`config.mk`:
```
export PLATFORM = sky130hd
export DESIGN_NAME = muldiv_ctrl
export DESIGN_NICKNAME = d
export VERILOG_FILES = /design/src/rtl/muldiv_ctrl.sv
export SDC_FILE = /design/constraint.sdc
export NUM_CORES = 2
export LEC_CHECK = 0
export CORE_MARGIN = 3
export CORE_UTILIZATION = 50
export CTS_BUF_LIST = sky130_fd_sc_hd__clkbuf_16
export DETAILED_ROUTE_END_ITERATION = 10
export PLACE_DENSITY_LB_ADDON = 0.1
export SLEW_MARGIN = 30
export SYNTH_ARGS = -nofsm -noshare
export SYNTH_HDL_FRONTEND = slang
export SYNTH_SLANG_ARGS = --single-unit
```
`constraint.sdc`:
```
create_clock -name clk -period 6.25 [get_ports clk]
set_input_delay 1.25 -clock clk [delete_from_list [all_inputs] [get_ports clk]]
set_output_delay 1.25 -clock clk [all_outputs]
set_load 0.01 [all_outputs]
```
`src/rtl/muldiv_ctrl.sv`:
```
// muldiv_ctrl: HI/LO multiply/divide unit for a MIPS-style E stage.
// Division is restoring radix-2, one quotient bit per cycle over 32 cycles,
// then a DONE state that waits for the rest of the pipeline to release E.
// Optional macro MULDIV_MULT_2CYC_EN: registers multiply operands and writes
// the product one cycle later through a MUL state. Without it, multiply
// writes HI/LO at the end of the issue cycle with no stall.
module muldiv_ctrl #(
   parameter int DATA_W = 32
) (
   input  logic              clk,
   input  logic              resetn,
   input  logic              mult_e,
   input  logic              multu_e,
   input  logic              div_e,
   input  logic              divu_e,
   input  logic              mthi_e,
   input  logic              mtlo_e,
   input  logic [DATA_W-1:0] src_a,
   input  logic [DATA_W-1:0] src_b,
   input  logic              flush_e,
   input  logic              stall_ext,
   output logic              stall_e,
   output logic [DATA_W-1:0] hi,
   output logic [DATA_W-1:0] lo,
   output logic              busy
);

   localparam int CNT_W = $clog2(DATA_W);
   localparam logic [CNT_W-1:0] LAST = CNT_W'(DATA_W - 1);

   localparam logic [1:0] IDLE = 2'd0;
`ifdef MULDIV_MULT_2CYC_EN
   localparam logic [1:0] MUL  = 2'd1;
`endif
   localparam logic [1:0] DIV  = 2'd2;
   localparam logic [1:0] DONE = 2'd3;

   logic [1:0]        state_q, state_d;
   logic [DATA_W-1:0] hi_q, hi_d;
   logic [DATA_W-1:0] lo_q, lo_d;
   logic [CNT_W-1:0]  cnt_q, cnt_d;
   logic [DATA_W-1:0] rem_q, rem_d;   // partial remainder
   logic [DATA_W-1:0] quo_q, quo_d;   // dividend shifting out, quotient shifting in
   logic [DATA_W-1:0] dvs_q, dvs_d;   // divisor magnitude (multiplier B in MUL)
   logic              qneg_q, qneg_d; // quotient sign (multiply signedness in MUL)
   logic              rneg_q, rneg_d; // remainder sign
   logic              dz_q, dz_d;     // divisor was zero

   logic              op_div, op_mul;
   logic [DATA_W:0]   shifted;
   logic              ge;
   logic [DATA_W-1:0] rem_step, quo_step;

   function automatic logic [DATA_W-1:0] abs_val(input logic [DATA_W-1:0] v);
      return v[DATA_W-1] ? -v : v;
   endfunction

   function automatic logic [2*DATA_W-1:0] mul_wide(input logic [DATA_W-1:0] a,
                                                    input logic [DATA_W-1:0] b,
                                                    input logic              sgn);
      logic signed [2*DATA_W-1:0] ax, bx;
      ax = $signed({{DATA_W{sgn & a[DATA_W-1]}}, a});
      bx = $signed({{DATA_W{sgn & b[DATA_W-1]}}, b});
      return ax * bx;
   endfunction

   assign op_div = div_e | divu_e;
   assign op_mul = mult_e | multu_e;

   // Next-state, divide step and HI/LO update logic
   always_comb begin
      state_d = state_q;
      hi_d    = hi_q;
      lo_d    = lo_q;
      cnt_d   = cnt_q;
      rem_d   = rem_q;
      quo_d   = quo_q;
      dvs_d   = dvs_q;
      qneg_d  = qneg_q;
      rneg_d  = rneg_q;
      dz_d    = dz_q;

      shifted  = {rem_q, quo_q[DATA_W-1]};
      ge       = (shifted >= {1'b0, dvs_q});
      rem_step = ge ? DATA_W'(shifted - {1'b0, dvs_q}) : shifted[DATA_W-1:0];
      quo_step = {quo_q[DATA_W-2:0], ge};

      case (state_q)
         IDLE: begin
            if (!flush_e) begin
               if (op_div) begin
                  quo_d   = div_e ? abs_val(src_a) : src_a;
                  dvs_d   = div_e ? abs_val(src_b) : src_b;
                  qneg_d  = div_e & (src_a[DATA_W-1] ^ src_b[DATA_W-1]);
                  rneg_d  = div_e & src_a[DATA_W-1];
                  dz_d    = (src_b == '0);
                  rem_d   = '0;
                  cnt_d   = '0;
                  state_d = DIV;
               end else if (op_mul) begin
`ifdef MULDIV_MULT_2CYC_EN
                  quo_d   = src_a;
                  dvs_d   = src_b;
                  qneg_d  = mult_e;
                  state_d = MUL;
`else
                  {hi_d, lo_d} = mul_wide(src_a, src_b, mult_e);
`endif
               end else if (mthi_e) begin
                  hi_d = src_a;
               end else if (mtlo_e) begin
                  lo_d = src_a;
               end
            end
         end
`ifdef MULDIV_MULT_2CYC_EN
         MUL: begin
            if (flush_e) begin
               state_d = IDLE;
            end else begin
               {hi_d, lo_d} = mul_wide(quo_q, dvs_q, qneg_q);
               state_d      = DONE;
            end
         end
`endif
         DIV: begin
            if (flush_e) begin
               state_d = IDLE;
            end else begin
               rem_d = rem_step;
               quo_d = quo_step;
               if (cnt_q == LAST) begin
                  state_d = DONE;
                  // With a zero divisor the remainder ends up holding the
                  // dividend magnitude, so re-applying its sign recovers the
                  // dividend exactly as it was latched.
                  hi_d = rneg_q ? -rem_step : rem_step;
                  lo_d = dz_q ? '1 : (qneg_q ? -quo_step : quo_step);
               end else begin
                  cnt_d = cnt_q + CNT_W'(1);
               end
            end
         end
         DONE: begin
            if (flush_e || !stall_ext) state_d = IDLE;
         end
         default: state_d = IDLE;
      endcase
   end

   // State and datapath registers, cleared asynchronously
   always_ff @(posedge clk or negedge resetn) begin
      if (!resetn) begin
         state_q <= IDLE;
         hi_q    <= '0;
         lo_q    <= '0;
         cnt_q   <= '0;
         rem_q   <= '0;
         quo_q   <= '0;
         dvs_q   <= '0;
         qneg_q  <= 1'b0;
         rneg_q  <= 1'b0;
         dz_q    <= 1'b0;
      end else begin
         state_q <= state_d;
         hi_q    <= hi_d;
         lo_q    <= lo_d;
         cnt_q   <= cnt_d;
         rem_q   <= rem_d;
         quo_q   <= quo_d;
         dvs_q   <= dvs_d;
         qneg_q  <= qneg_d;
         rneg_q  <= rneg_d;
         dz_q    <= dz_d;
      end
   end

   // Stall request: issue cycle of a multicycle op plus every busy compute cycle
   always_comb begin
`ifdef MULDIV_MULT_2CYC_EN
      stall_e = resetn && !flush_e &&
                (((state_q == IDLE) && (op_div || op_mul)) ||
                 (state_q == DIV) || (state_q == MUL));
`else
      stall_e = resetn && !flush_e &&
                (((state_q == IDLE) && op_div) || (state_q == DIV));
`endif
   end

   assign busy = (state_q != IDLE);
   assign hi   = hi_q;
   assign lo   = lo_q;

endmodule

```
==> flow_summary_export.csv <==
group,metric,value,unit
outcome,status,"finished with violations",
outcome,violations,"setup timing",
synthesis,synth.largest_area_cell,"fa_1",
sta,tightest_slew,0.9981,ns
global_route,antenna_found_initial,9,
die,die_h,325.8,um
sta,max_clock_freq,122.1,MHz
route,dr.pass1.iters,6,
final_layout,design_area,0.06405,mm2
sta,slew_headroom,33.46,%
synthesis,syn_inst,5887,
route,vias,43630,
synthesis,ys_seq_area_share,8.318,%
min_path,hp-class,"register to register",
sta,rsz0062_at_grt,"true",
final_layout,fillers,8562,
place,placed_area,0.05849,mm2
final_layout,drive_gt1_share,22.25,%
final_layout,synthToLayoutAreaGrowth,25.24,%
synthesis,avgSynthCellArea,8.688,um2
route,avgRoutedWirePerCell,23.41,um
clock_network,cts_hold_buffers,0,
sta,worst_slack,-1.941,ns
die,num_rows,116,
sta,skew,0.01717,ns
route,drt-initial-drc-count,3568,
global_route,busiest_layer,"met2",
critical_path,critPathArrivalTime,8.54,ns
place,io_buffers,139,
synthesis,yosys-top-cells-area,"fa_1, inv_1, dfrtp_1",
critical_path,cpMaxStageDelayCell,"fa_2",
critical_path,start_kind,"input port",
global_route,grt_util_all_layers,34.88,%
global_route,use_met3,4.722,%
clock_network,htree_levels,4,
clock_network,cts.path.max_buffers,2,
critical_path,worstPathMaxFanout,7,
final_layout,num-nets-final,7900,
die,initial_utilization,50.78,%
sta,fin_crit_sh,131.1,%
critical_path,slowest_delay,0.57,ns
sta,finalSetupTns,-83.59,ns
place,place.gp.congestion,0.9727,
die,core,0.1007,mm2
die,io_pins,140,
synthesis,yosys_warnings,0,
final_layout,final_util,63.59,%
critical_path,worstSetupPathType,"input port to register",
run,maxCapViolations,0,
final_layout,layout_commonest_cell,"inv_1",
place,hpwl,143600,um
critical_path,worstPathRequired,6.60,ns
clock_network,path_clk_slew,0.08,ns
clock_network,clock-root-buffer,"clkbuf_16",
synthesis,syn-num-nets,7338,
sta,fin_crit,8.191,ns
synthesis,async_flop_share,100.0,%
synthesis,yosys_register_bits,170,
synthesis,synth_edf_count,0,
synthesis,ys.flop_type,"dfrtp_1",
die,dieArea,0.1062,mm2
clock_network,cts_sinks,170,
sta,hold_ws,0.4848,ns
route,drc,0,
route,wirelength,183100,um
synthesis,yosysTopAreaCellShare,44.07,%
global_route,grt_pass1_vias,45610,
die,die_w,325.8,um
sta,finalMaxSlewViolations,0,
sta,hold_viol,0,
final_layout,multi_input_area,0.04360,mm2
sta,finalSetupViolations,54,
clock_network,numCtsBuffers,17,
global_route,grt_use_met2,57.13,%
global_route,grt_pass1_wl,280300,um
clock_network,cts_tree,"built",
global_route,grtUsageMet1,47.83,%
synthesis,ys_types,95,
final_layout,final_cell_mix,"inv_1, fa_1, nand2_1",
synthesis,synthesis.area,0.05114,mm2
route,viasPerCell,5.577,
global_route,grt_max_degree,79,
global_route,grt-ovfl-total,0,
critical_path,cpMostUsedCell,"fa_1",
clock_network,clk_latency,0.47,ns
critical_path,critPathCaptureType,"register",
route,detail-route-antenna-nets,0,
final_layout,register_area,0.004255,mm2
worst paths after layout:
kind	endpoint	from	slack [ns]	cells past startpoint
min	dvs_q[19]	dvs_q[19]	0.48	2
min in group asynchronous	state_q[1]	resetn	0.65	1
max	hi[2]	src_a[10]	-1.94	29
max reg2reg	hi[28]	rem_q[13]	0.56	20
min reg2reg	dvs_q[19]	dvs_q[19]	0.48	2
max in group asynchronous	qneg_q	resetn	4.51	2
layer usage:
metal  routed length (um)  vias to the layer above
met5                   28                        -
met2                86720                     1790
met1                75100                    22490
met3                13190                      315
li1                     -                    19040
met4                 8098                        4
cells in the mapped netlist (12+ instances only):
master,instances
ha_1,251
or4_1,12
xor2_1,67
nor3_1,48
fa_1,1126
buf_1,63
and2_1,363
mux2i_1,26
o22ai_1,17
o21bai_1,17
a21o_1,37
and3_1,28
inv_1,1171
dfrtp_1,170
xnor2_1,141
nand4_1,25
clkbuf_1,290
or3_1,31
nor2_1,168
nor2b_1,16
or2_2,13
nor4_1,19
o41ai_1,12
o21ai_1,13
nand2b_1,28
a211oi_1,28
nand2_1,955
o31ai_1,26
a21oi_1,187
o211ai_1,27
nand3_1,45
o21ai_0,274
a31oi_1,14
through the flow:
stage,setup WS [ns],instances
after floorplan,-2.345,5887
final,-1.941,7823
after global routing,-2.167,7820
after detailed placement,-3.228,7608
after global placement,-3.236,7608
after CTS,-1.999,7779
kinds of logic (layout without fill, tap and decap cells):
| group | after synthesis | count (layout) | share of synthesized area [%] |
|---|---|---|---|
| simple gates | 1781 | 1781 | 16.27 |
| mux | 30 | 30 | 0.5969 |
| flops | 170 | 170 | 8.318 |
| buf+inv | 1548 | 2123 | 11.57 |
| compound gates | 773 | 773 | 9.465 |
| xor+xnor | 208 | 208 | 3.562 |
| other cells | 0 | 4 | 0 |
| fa+ha+maj | 1377 | 1377 | 50.22 |
sequential cells by signal (all words and copies together) (netlist names):
signal,count
qneg_q,1
quo_q,32
hi,32
dz_q,1
cnt_q,5
rem_q,32
rneg_q,1
lo,32
dvs_q,32
state_q,2
worst max-delay path, delay by kind of cell:
kind                       cells  cell delay (ns)
adders and majority gates      9             4.09
AOI/OAI and AO/OA              7             1.47
buffers and inverters          9             0.98
and+or+nand+nor                3             0.53
xor gates and xnor gates       1             0.17
area by class of cell:
cell class,instances,area share (%)
antenna,4,0.01563
clock buffer,17,0.6642
clock inverter,15,0.3633
inverter,1172,6.884
multi-input combinational,4169,68.07
sequential,170,6.643
tap,1357,2.651
timing repair buffer,918,14.70
timing repair inverter,1,0.01172
timing repair:
action,4_1_cts,5_1_grt
setup buffers,138,47
pin swaps,272,269
cloned,16,2
gates resized for setup,702,254
setup endpoints to repair,56,54
Power is not shown: default switching activity piles up to over one toggle a cycle in this logic, so the estimate is an artifact.
